`config.mk`:
```
export PLATFORM = sky130hd
export DESIGN_NAME = alu_sequencer_flat
export DESIGN_NICKNAME = d
export VERILOG_FILES = /design/src/rtl/alu_pkg.sv /design/src/rtl/alu_sequencer_if.sv /design/src/rtl/enter_conditioner.sv /design/src/rtl/alu_sequencer.sv /design/src/flat_wrapper.sv
export SDC_FILE = /design/constraint.sdc
export NUM_CORES = 1
export LEC_CHECK = 0
export CORE_MARGIN = 10
export CORE_UTILIZATION = 46
export DETAILED_ROUTE_END_ITERATION = 16
export PLACE_DENSITY = 0.94
export SETUP_SLACK_MARGIN = 0.02
export SYNTH_ARGS = -nofsm -noshare
export SYNTH_HDL_FRONTEND = slang
export SYNTH_SLANG_ARGS = --single-unit
export TNS_END_PERCENT = 1
```
`constraint.sdc`:
```
create_clock -name clk -period 4 [get_ports clk]
set_input_delay 0.6 -clock clk [delete_from_list [all_inputs] [get_ports clk]]
set_output_delay 0.6 -clock clk [all_outputs]
set_load 0.005 [all_outputs]
```
`src/rtl/alu_pkg.sv`:
```
// Shared types and constants for the ALU front-end sequencer: FSM state
// encoding (also shown on the LEDs), memory slot addresses and the reserved opcode.
package alu_pkg;

    typedef enum logic [2:0] {
        S_IDLE    = 3'd0,
        S_LOAD_A  = 3'd1,
        S_LOAD_B  = 3'd2,
        S_LOAD_OP = 3'd3,
        S_EXEC    = 3'd4,
        S_WAIT    = 3'd5,
        S_SHOW    = 3'd6
    } seq_state_t;

    localparam logic [1:0] ADDR_A    = 2'd0;
    localparam logic [1:0] ADDR_B    = 2'd1;
    localparam logic [1:0] ADDR_OP   = 2'd2;
    localparam logic [1:0] ADDR_NONE = 2'd3;

    localparam logic [3:0] OP_NONE = 4'hF;

endpackage

```
`src/rtl/alu_sequencer_if.sv`:
```
// Memory write port and ALU start/done pair driven by the sequencer (master)
// and served by the memory/ALU pair (slave).
interface alu_sequencer_if #(
    parameter int DATA_W = 4
);
    // Handshake: mem_enable qualifies mem_address/mem_write for exactly one cycle
    // and is never back-pressured; alu_start is a one-cycle request, and the ALU
    // answers with alu_done (one or more cycles) while alu_result is valid.
    logic                   mem_enable;
    logic [1:0]             mem_address;
    logic [DATA_W-1:0]      mem_write;
    logic [2:0][DATA_W-1:0] mem_read;
    logic                   alu_start;
    logic                   alu_done;
    logic [DATA_W-1:0]      alu_result;

    modport master (
        output mem_enable, mem_address, mem_write, alu_start,
        input  mem_read, alu_done, alu_result
    );

    modport slave (
        input  mem_enable, mem_address, mem_write, alu_start,
        output mem_read, alu_done, alu_result
    );
endinterface

```
`src/rtl/enter_conditioner.sv`:
```
// Conditions the raw enter button: 2-flop synchronizer, plus a stability
// filter when ALU_SEQ_DEBOUNCE_EN is defined.
module enter_conditioner #(
    parameter int DEBOUNCE_CYCLES = 4
) (
    input  logic clk,
    input  logic reset,
    input  logic enter,
    output logic enter_clean
);

`ifdef ALU_SEQ_DEBOUNCE_EN
    localparam bit DEB_ON = 1'b1;
`else
    localparam bit DEB_ON = 1'b0;
`endif
    localparam int FILTER_CYCLES = DEB_ON ? DEBOUNCE_CYCLES : 0;

    logic sync1, sync2;

    always_ff @(posedge clk or posedge reset) begin
        if (reset) begin
            sync1 <= 1'b0;
            sync2 <= 1'b0;
        end else begin
            sync1 <= enter;
            sync2 <= sync1;
        end
    end

    if (FILTER_CYCLES > 0) begin : g_debounce
        localparam int CW = $clog2(FILTER_CYCLES + 1);
        logic [CW-1:0] cnt;
        logic          level;

        // The level flips only after FILTER_CYCLES consecutive samples disagree with it.
        always_ff @(posedge clk or posedge reset) begin
            if (reset) begin
                cnt   <= '0;
                level <= 1'b0;
            end else if (sync2 == level) begin
                cnt <= '0;
            end else if (cnt == CW'(FILTER_CYCLES - 1)) begin
                cnt   <= '0;
                level <= sync2;
            end else begin
                cnt <= cnt + 1'b1;
            end
        end
        assign enter_clean = level;
    end else begin : g_bypass
        assign enter_clean = sync2;
    end

endmodule

```
`src/rtl/alu_sequencer.sv`:
```
// Front-end controller that loads operand A, operand B and opcode into the ALU
// memory, runs the ALU and captures its result. Optional debounce: ALU_SEQ_DEBOUNCE_EN.
module alu_sequencer
    import alu_pkg::*;
#(
    parameter int DATA_W          = 4,
    parameter int TIMEOUT         = 15,
    parameter int DEBOUNCE_CYCLES = 4
) (
    input  logic              clk,
    input  logic              reset,
    input  logic [DATA_W-1:0] value,
    input  logic              enter,
    alu_sequencer_if.master   bus,
    output logic [DATA_W-1:0] result,
    output logic [2:0]        state,
    output logic              busy,
    output logic              err
);

    localparam int CW = $clog2(TIMEOUT + 1);

    logic enter_clean, enter_q, step;

    seq_state_t        state_q, state_d;
    logic              mem_en_q, mem_en_d;
    logic [1:0]        addr_q, addr_d;
    logic [DATA_W-1:0] wdata_q, wdata_d;
    logic              start_q, start_d;
    logic [DATA_W-1:0] result_q, result_d;
    logic              err_q, err_d;
    logic [CW-1:0]     cnt_q, cnt_d;

    enter_conditioner #(.DEBOUNCE_CYCLES(DEBOUNCE_CYCLES)) u_enter (
        .clk         (clk),
        .reset       (reset),
        .enter       (enter),
        .enter_clean (enter_clean)
    );

    assign step = enter_clean & ~enter_q;

    always_ff @(posedge clk or posedge reset) begin
        if (reset) begin
            enter_q  <= 1'b0;
            state_q  <= S_IDLE;
            mem_en_q <= 1'b0;
            addr_q   <= ADDR_NONE;
            wdata_q  <= '0;
            start_q  <= 1'b0;
            result_q <= '0;
            err_q    <= 1'b0;
            cnt_q    <= '0;
        end else begin
            enter_q  <= enter_clean;
            state_q  <= state_d;
            mem_en_q <= mem_en_d;
            addr_q   <= addr_d;
            wdata_q  <= wdata_d;
            start_q  <= start_d;
            result_q <= result_d;
            err_q    <= err_d;
            cnt_q    <= cnt_d;
        end
    end

    // Port values are computed one cycle ahead so every write lands in the cycle after the step.
    always_comb begin
        state_d  = state_q;
        mem_en_d = 1'b0;
        addr_d   = ADDR_NONE;
        wdata_d  = '0;
        start_d  = 1'b0;
        result_d = result_q;
        err_d    = err_q;
        cnt_d    = cnt_q;
        if (step && state_q != S_EXEC && state_q != S_WAIT) err_d = 1'b0;
        case (state_q)
            S_IDLE:    if (step) state_d = S_LOAD_A;
            S_LOAD_A:  if (step) begin
                mem_en_d = 1'b1; addr_d = ADDR_A; wdata_d = value; state_d = S_LOAD_B;
            end
            S_LOAD_B:  if (step) begin
                mem_en_d = 1'b1; addr_d = ADDR_B; wdata_d = value; state_d = S_LOAD_OP;
            end
            S_LOAD_OP: if (step) begin
                if (value == DATA_W'(OP_NONE)) begin
                    err_d = 1'b1;
                end else begin
                    mem_en_d = 1'b1; addr_d = ADDR_OP; wdata_d = value; state_d = S_EXEC;
                end
            end
            S_EXEC: begin
                start_d = 1'b1;
                cnt_d   = '0;
                state_d = S_WAIT;
            end
            S_WAIT: begin
                if (bus.alu_done) begin
                    result_d = bus.alu_result;
                    state_d  = S_SHOW;
                end else if (cnt_q + 1'b1 == CW'(TIMEOUT)) begin
                    err_d   = 1'b1;
                    state_d = S_SHOW;
                end else begin
                    cnt_d = cnt_q + 1'b1;
                end
            end
            // Address 0 with a live opcode makes the memory clear every slot.
            S_SHOW:    if (step) begin
                mem_en_d = 1'b1; addr_d = ADDR_A; wdata_d = '0; state_d = S_LOAD_A;
            end
            default:   state_d = S_IDLE;
        endcase
    end

    assign bus.mem_enable  = mem_en_q;
    assign bus.mem_address = addr_q;
    assign bus.mem_write   = wdata_q;
    assign bus.alu_start   = start_q;
    assign result          = result_q;
    assign state           = state_q;
    assign busy            = (state_q == S_EXEC) || (state_q == S_WAIT);
    assign err             = err_q;

endmodule

```
`src/flat_wrapper.sv`:
```
// flat-port wrapper written by rule: the top's interface ports become plain ports
module alu_sequencer_flat import alu_pkg::*;
#(
    parameter int DATA_W          = 4,
    parameter int TIMEOUT         = 15,
    parameter int DEBOUNCE_CYCLES = 4
)
  (clk, reset, value, enter, result, state, busy, err, bus_mem_enable, bus_mem_address, bus_mem_write, bus_alu_start, bus_mem_read, bus_alu_done, bus_alu_result);
  alu_sequencer_if #(.DATA_W(DATA_W)) bus_i ();
  input  logic clk;
  input  logic reset;
  input  logic [DATA_W-1:0] value;
  input  logic enter;
  output logic [DATA_W-1:0] result;
  output logic [2:0] state;
  output logic busy;
  output logic err;
  output wire logic [$bits(bus_i.mem_enable)-1:0] bus_mem_enable;
  output wire logic [$bits(bus_i.mem_address)-1:0] bus_mem_address;
  output wire logic [$bits(bus_i.mem_write)-1:0] bus_mem_write;
  output wire logic [$bits(bus_i.alu_start)-1:0] bus_alu_start;
  input wire logic [$bits(bus_i.mem_read)-1:0] bus_mem_read;
  input wire logic [$bits(bus_i.alu_done)-1:0] bus_alu_done;
  input wire logic [$bits(bus_i.alu_result)-1:0] bus_alu_result;
  assign bus_mem_enable = bus_i.mem_enable;
  assign bus_mem_address = bus_i.mem_address;
  assign bus_mem_write = bus_i.mem_write;
  assign bus_alu_start = bus_i.alu_start;
  assign bus_i.mem_read = bus_mem_read;
  assign bus_i.alu_done = bus_alu_done;
  assign bus_i.alu_result = bus_alu_result;
  alu_sequencer #(.DATA_W(DATA_W), .TIMEOUT(TIMEOUT), .DEBOUNCE_CYCLES(DEBOUNCE_CYCLES)) u_core (.clk(clk), .reset(reset), .value(value), .enter(enter), .bus(bus_i), .result(result), .state(state), .busy(busy), .err(err));
endmodule
```
[Word level (Yosys, flattened, before mapping)]
Index checks and enable logic that the tools add are counted.
Word-level totals
  word-level logic and storage cells: 75
  bits in read-only memories: 0
  input port bits: 24
  flip-flop bits (word level): 23
  output and inout bits: 17
  RAM bits: 0
  bits in latches: 0
  memories: 0
Operators by class
  bitwise logic cells: 2
  $mul: 0
  equality and inequality tests: 18
  shift-type cells: 0
  magnitude comparators: 0
  divide/modulo/power cells: 0
  add/subtract/negate cells: 1
  reduce and logical (&&, ||, !) cells: 12
  muxes and demuxes: 31
Operators with widths (number)
  $mux W3: 7
  $mux W4: 5
  $pmux W3 S6: 1
  $pmux W4 S2: 2
  $mux W1: 10
  $eq A3 B3 Y1 const B: 3
  $eq A4 B4 Y1 const B: 2
  $ne A2 B1 Y1 const B: 4
  $eq A3 B2 Y1 const B: 2
  $mux W2: 3
  $ne A2 B2 Y1 const B: 3
  $ne A3 B3 Y1 const B: 2
  $pmux W2 S3: 1
  $reduce_and A6 Y1: 1
  $reduce_or A2 Y1: 3
  $add A4 B1 Y4 const B: 1
  $pmux W1 S2: 2
  $eq A3 B1 Y1 const B: 1
  $logic_not A3 Y1: 1
  $ne A3 B2 Y1 const B: 1
  $reduce_and A3 Y1: 1
  $reduce_or A3 Y1: 1
  $logic_and A1 B1 Y1: 2
  $reduce_and A2 Y1: 1
  other kinds (4): 4

[Logic depth before layout (Yosys ltp)]
Gate-level depths: netlist (run 1).
  depth after elaboration: 8
  mapped depth: 7

[Cells and area by module]
A second synthesis (run 1) with hierarchy kept.
Second synthesis, totals
  cells, all modules: 110
  area, all modules: 1088.5 µm²
By module, submodules not included
  alu_sequencer: area an instance 1034.7 µm², instances 1, cells an instance 107
  enter_conditioner: area an instance 53.8 µm², instances 1, cells an instance 3

[Least setup slack after synthesis (run 1)]
No wires, ideal clock.
  path type: reg2reg
  start point: register u_core.cnt_q[0]
  end point: register u_core.cnt_q[2]
  cell stages (with the launch flop): 8
  data required time: 3931 ps
  clock period less this slack: 1559 ps
  arrival time: 1490 ps
  slack: 2441 ps
  library setup time: 69 ps
  buffers on the path: 0
  path through: dfrtp_1 -> inv_1 -> ha_1 -> and4b_4 -> a21oi_2 -> o21ai_2 -> or3_1 -> nand3_1
On the way
  word-level cells in the longest chain between the ends: 4
  elaborated cells between the ends (all ways): 7
  classes of those cells: add/sub: 1; eq/ne: 2; mux: 3; reduce/logical: 1
Ends and longest elaborated chain
  start: declaration: line alu_sequencer.sv:32  | logic [CW-1:0] cnt_q, cnt_d;
  start signal: assignment: line alu_sequencer.sv:63  | cnt_q <= cnt_d;
  $add A4 B1 Y4 (*): line alu_sequencer.sv:102, alu_sequencer.sv:106
  $eq A4 B4 Y1 or $mux W4 (tied branches): line alu_sequencer.sv:102  | end else if (cnt_q + 1'b1 == CW'(TIMEOUT)) begin
  $ne A2 B2 Y1 (no source line) or $mux W4 (tied branches)
  $reduce_and A3 Y1 (no source line) or $pmux W4 S2 (tied branches)
Every way passes the cells marked *; elsewhere a longest branch is shown, timed or not. The select of a mux whose other input is x is not followed.
A chain may end at the register's enable or synchronous reset.

[Final worst setup path (run 1)]
  start point: register u_core.state_q[1] (netlist: u_core.state[1])
  end point: output busy
On the way
  word-level cells in the longest chain between the ends: 2
  elaborated cells between the ends (all ways): 3
  classes of those cells: eq/ne: 2; reduce/logical: 1
Ends and longest elaborated chain
  start: declaration: line alu_sequencer.sv:25  | seq_state_t state_q, state_d;
  start signal: assignment: line alu_sequencer.sv:56  | state_q <= state_d;
  $eq A3 B3 Y1: line alu_sequencer.sv:123  | assign busy = (state_q == S_EXEC) || (state_q == S_WAIT);
  $logic_or A1 B1 Y1 (*): line alu_sequencer.sv:123
  end: declaration: line flat_wrapper.sv:16  | output logic busy;
Every way passes the cells marked *; elsewhere a longest branch is shown, timed or not.

==> results of run 1 <==
-- state kept, by name, indices dropped and copies added, names as in the netlist, 2 cells and up --
| register | flops |
|---|---|
| u_core.bus.mem_address | 2 |
| u_core.state | 3 |
| u_core.cnt_q | 4 |
| u_core.bus.mem_write | 4 |
| u_core.result | 4 |
-- cells by family (layout without fill, tap and decap cells) --
kind of cell / count (synthesis) / count (layout) / synth area share
AO/OA/AOI/OAI: 22 / 22 / 0.136
adder cells (fa/ha/maj): 2 / 2 / 0.0233
buffers and inverters: 12 / 43 / 0.0420
flip-flops: 23 / 23 / 0.538
multiplexers: 5 / 5 / 0.0513
AND/OR/NAND/NOR: 43 / 43 / 0.209
-- final cells by class --
| cell class | count | area (sq um) |
|---|---|---|
| clock buffer | 3 | 22.5 |
| clock inverter | 1 | 5.00 |
| fill | 175 | 800 |
| inverter | 11 | 41.3 |
| multi-input combinational | 72 | 450 |
| sequential | 23 | 578 |
| tap | 28 | 35.0 |
| timing repair buffer | 28 | 280 |
-- worst reg2reg max path, stage by stage (launching register included) --
cell     delay [ps]
dfrtp_1         470
inv_1           100
ha_1            230
and4b_4         210
a21oi_2         140
o21ai_2         110
or3_1           360
nand3_1          80
-- cell usage in the layout (no fill, tap or decap) --
cell type	count
a211o_1	1
a21oi_1	1
a21oi_2	2
a22o_2	1
a32o_1	1
and2_0	1
and2_1	1
and4_1	1
and4b_4	1
clkbuf_4	3
clkdlybuf4s50_1	28
clkinv_2	1
dfrtp_1	21
dfstp_2	2
ha_1	2
inv_1	11
mux2_2	4
mux2i_1	1
nand2_1	7
nand2b_1	1
nand2b_4	1
nand3_1	5
nor2_1	16
nor2b_1	4
nor2b_2	1
nor3_1	1
nor4_1	1
o211ai_1	2
o21ai_0	10
o21ai_1	1
o21ai_2	1
o311ai_0	1
o31ai_1	1
or3_1	2
-- per-layer routing --
layer	routed length, um	global-route usage	up-vias
met4	26	0.0452	0
met3	204	0.0408	4
met1	970	0.115	416
met5	0	0	-
met2	1330	0.210	34
li1	-	-	426
-- through the flow --
stage / power [uW] / instances
after floorplan: 565 / 107
after global placement: 712 / 162
after detailed placement: 738 / 162
after CTS: 846 / 166
after global routing: 899 / 166
final: 840 / 166
-- worst min path at each step --
stage / startpoint / slack, ps / endpoint / depth (start not counted)
global route: u_core.u_enter.sync1 / 380 / u_core.u_enter.enter_clean / 0
CTS: u_core.u_enter.sync1 / 370 / u_core.u_enter.enter_clean / 0
detailed placement: u_core.u_enter.sync1 / 340 / u_core.u_enter.enter_clean / 0
global placement: u_core.u_enter.sync1 / 330 / u_core.u_enter.enter_clean / 0
floorplan: u_core.u_enter.sync1 / 330 / u_core.u_enter.enter_clean / 0
finish: u_core.u_enter.sync1 / 370 / u_core.u_enter.enter_clean / 0
-- power by group --
group / switching, uW / total (uW) / internal (uW)
logic: 158 / 351 / 194
registers: 82.4 / 381 / 299
clock network: 70.4 / 108 / 37.4
total: 310 / 840 / 530
==> results.md, run 1 <==
* Status: completed
* Hold_buf cts at 0
* Die footprint at about 4700 sq um
* Required time of the critical path at 3400 ps
* FF+latch count, synth at 23
* Boundary Pins at 41
* Final Routed Wirelength at approximately 2.5 mm
* Crit. path cell count at 3
* Port buffer count at 28
* Mapped Avg Cell Area at ~10 sq um
* Power per cell area at between 500 and 600 nW/um^2
* Tmin final at 2290 ps
* Final worst path period share at 0.572
* Number of global-route vias before repair at 930
* Count leader, synth: dfrtp_1
* Crit start category: register
* CTS clk-pin slew, worst paths at between 100 and 150 ps
* Arrival time worst endpoint at ~1700 ps
* Worst min-delay path class: reg2reg
* Design area at between 1000 and 1500 sq um
* Longest Clk Path Bufs at 2
* Top post-synthesis cells by area: dfrtp_1 (49%), nor2_1 (5.6%), dfstp_2 (4.9%)
* Post-synth top area share at 0.490
* Final Hold Fails at 0
* Most common library cells after synthesis: dfrtp_1 (21), nor2_1 (16), inv_1 (11), o21ai_0 (10), nand2_1 (7)
* Final HPWL DP at 2.00 mm
* Total gr overflow at 0
* DRT iter0 DRCs at 44
* Die Wd at a little under 70 um
* Worst Setup SP: u_core.state[1]
* Slowest Stage Delay on Critical Path at approximately 530 ps
* Crit Path Category: reg2out
* R2R Path End: u_core.cnt_q[2]
* Die Ht at 68.3 um
* Min Hold Slack at between 300 and 400 ps
* Critical path peak fanout at 9
* Initial Util at 0.485
* Rows at 17
* Largest net degree at the start of global routing at 24
* Tightest Pin Transition at between 800 and 900 ps
* Final worst setup slack at 1710 ps
* Vias at 880
* H-tree depth at 1
* # clock sinks at 23
* Post-synthesis cell count at roughly 110
* Num CTS Buffers at 3
* Antenna fix cells at 0
* YS warnings at 0
* Initial antenna violation count at 0
* Synthesized net count at between 100 and 150
* Synth cell types at 32
* Unrepaired setup endpoints after global routing: no
* Crit path buf inv count at 2
* Avg WL per Cell at approximately 15 um
* CP delay by family, top: buffers and inverters
* Max-slew violations at 0
* TritonCTS clock tree: done
* Clock root buffer: clkbuf_4
* CP endpoint: busy
* Share of layout cells above drive strength 1 at 0.123
* MaxCap Viol Count at 0
* Post-CTS sizing at 0
* Placed cell area at about 1400 sq um
* Setup TNS Final at 0 ps
* Overall routing resource usage at 0.115
* Vias/cell at roughly 5.3
* Synthesis-to-layout area growth at 31.6%
* Number of synthesized flops with an enable pin at 0
* Skew final at 3.82 ps
* Main synth FF type: dfrtp_1
* TritonRoute pass-1 iters at 5
* DRC at 0
* Largest area contributor in the netlist: dfrtp_1
* Register area share after synthesis at 0.538
* Crit path cell chain: nand2b_4 > inv_1 > clkdlybuf4s50_1
* Final layout net count at ~170
* Ys async rst share at 1.00
* Final ANT Viol Nets at 0
* Reg2reg start: u_core.cnt_q[0]
* Clock latency at the later pin of the worst-skew pair at between 300 and 400 ps
* Worst path slowest cell: clkdlybuf4s50_1
* Crit path capture type: output port
* Setup Fix Bufs, Post-CTS at 0
* Rel. slew slack at 0.436
* FF-to-FF path depth at 7
* Peak VDD IR at 362 uV
* Core Box Area at ~2200 sq um
* Syn Std Cell Area at around 1100 sq um
* Pre-CTS setup slack at around 1800 ps
* Leak Pwr at 0.000630 uW
* GP Congestion at about 0.81
* R2R Setup Slk at ~2200 ps
* Fin util at 0.639
* Setup violators final at 0
* Fmax at 0.437 GHz
* First-pass GRT wire length at between 4 and 5 mm
(Power assumes the default switching activity.)
==> inputs of run 2 (changes only) <==
--- a/config.mk
+++ b/config.mk
@@ -6,9 +6,9 @@
 export NUM_CORES = 1
 export LEC_CHECK = 0
 export CORE_MARGIN = 10
-export CORE_UTILIZATION = 46
+export CORE_UTILIZATION = 38
 export DETAILED_ROUTE_END_ITERATION = 16
-export PLACE_DENSITY = 0.94
+export PLACE_DENSITY = 0.85
 export SETUP_SLACK_MARGIN = 0.02
 export SYNTH_ARGS = -nofsm -noshare
 export SYNTH_HDL_FRONTEND = slang
==> constraint.sdc (replaced) <==
create_clock -name clk -period 2.1 [get_ports clk]
set_input_delay 0.315 -clock clk [delete_from_list [all_inputs] [get_ports clk]]
set_output_delay 0.315 -clock clk [all_outputs]
set_load 0.005 [all_outputs]
==> run 2 against run 1 <==
Final area is 1.2% higher. Global-route usage is 2.2 points lower. Core utilization is 12 points lower. Flip-flop and latch count stayed put. Critical path type unchanged. Largest cell class unchanged. Highest routed layer unchanged.
==> results.md, run 2 (synthesized netlist as in run 1, its figures left out) <==
* Status: completed
* Commonest non-fill, non-tap cell in the layout: clkdlybuf4s50_1
* Leak Pwr at between 0.0006 and 0.0007 uW
* Placed cell area at approximately 1400 sq um
* Die footprint at ~5400 sq um
* Min Hold Slack at between 200 and 250 ps
* Clock root buffer: clkbuf_4
* FF-to-FF path depth at 6
* Final HPWL DP at around 1.9 mm
* Synthesis-to-layout area growth at 33.1%
* Boundary Pins at 41
* Arrival time worst endpoint at ~1600 ps
* Max-slew violations at 0
* Vias/cell at between 5 and 6
* R2R Path End: u_core.err
* Tightest Pin Transition at between 400 and 500 ps
* Unrepaired setup endpoints after global routing: no
* DRT iter0 DRCs at 20
* TritonRoute pass-1 iters at 4
* Final Routed Wirelength at ~2.4 mm
* Hold_buf cts at 0
* Crit path capture type: output port
* Overall routing resource usage at 0.0930
* Clock latency at the later pin of the worst-skew pair at about 320 ps
* Port buffer count at 28
* Setup TNS Final at 0 ps
* Multi-input logic area at about 450 sq um
* Initial antenna violation count at 0
* Required time of the critical path at approximately 1800 ps
* Skew final at slightly above 4 ps
* Antenna fix cells at 0
* Final cell count without fillers at 170
* Die Wd at approximately 73 um
* Power per cell area at about 1100 nW/um^2
* MaxCap Viol Count at 0
* Share of layout cells above drive strength 1 at 0.144
* Rel. slew slack at 0.689
* Critical path peak fanout at 9
* Rows at 19
* Vias at about 850
* Die Ht at roughly 73 um
* Avg WL per Cell at between 10 and 15 um
* Final Hold Fails at 0
* First-pass GRT wire length at 4.00 mm
* Largest net degree at the start of global routing at 16
* Worst min-delay path class: in2async
* Final worst path period share at 0.918
* Fillcell total at ~240
* H-tree depth at 1
* Placed cell count at between 150 and 200
* Initial Util at 0.393
* Setup violators final at 0
* Commonest cells after routing, fill and taps aside: clkdlybuf4s50_1 (28), dfrtp_1 (19), nor2_1 (16)
* Total gr overflow at 0
* DRC at 0
* Crit Path Category: reg2out
* Core Box Area at about 2700 sq um
* Number of global-route vias before repair at roughly 860
* Crit start category: register
* Final layout net count at 166
* Longest Clk Path Bufs at 2
* Fmax at ~0.52 GHz
* FF+latch area at around 580 sq um
* Num CTS Buffers at 3
* Setup Fix Bufs, Post-CTS at 0
* # clock sinks at 23
* Design area at between 1000 and 1500 sq um
* R2R Setup Slk at 350 ps
* Peak VDD IR at 683 uV
* CTS clk-pin slew, worst paths at roughly 120 ps
* Final ANT Viol Nets at 0
* Reg2reg start: u_core.cnt_q[1]
* Tmin final at 1930 ps
* TritonCTS clock tree: done
* GP Congestion at 0.923
[run 2: how the worst max path moves through the flow]
stage	start	to	slack, ps	depth (start not counted)
finish	u_core.state[1]	busy	170	3
global route	u_core.state[1]	busy	90	3
CTS	u_core.state[1]	busy	60	3
detailed placement	value[1]	u_core.bus.mem_write[0]	250	6
global placement	value[2]	u_core.bus.mem_write[0]	290	6
floorplan	u_core.cnt_q[0]	u_core.cnt_q[2]	540	7
[run 2: final cells by class]
class                      count  area share
inverter                      11      0.0315
tap                           31      0.0271
sequential                    23       0.406
clock buffer                   4      0.0184
timing repair buffer          29       0.201
multi-input combinational     72       0.315
[run 2: critical path, stage by stage (launching register included)]
cell             delay, ps
dfrtp_2                480
nand2b_4               190
clkinvlp_4             120
clkdlybuf4s50_1        510
[run 2: per-stage QoR]
| step | utilization | worst slack [ps] | total power, uW |
|---|---|---|---|
| after global routing | 0.523 | 86.3 | 1730 |
| after global placement | 0.511 | 293 | 1360 |
| after detailed placement | 0.511 | 246 | 1400 |
| after floorplan | - | 541 | 1080 |
| final | 0.523 | 171 | 1600 |
| after CTS | 0.520 | 62.2 | 1600 |
[run 2: power breakdown]
group	internal (uW)	switching (uW)	total, uW
clock	74.4	130	205
sequential	573	155	728
combinational	374	291	665
[run 2: routing by layer]
metal / vias to the layer above / global-route usage / routed length, um
li1: 429 / - / -
met1: 402 / 0.102 / 994
met2: 20 / 0.155 / 1170
met3: 3 / 0.0408 / 183
met4: 0 / 0.0316 / 31
met5: - / 0 / 0
[run 2: repair_timing]
| action | 4_1_cts | 5_1_grt |
|---|---|---|
| gates resized for setup | 0 | 3 |
| endpoints found under the setup margin | 0 | 1 |
| endpoints found under the hold margin | 0 | 0 |
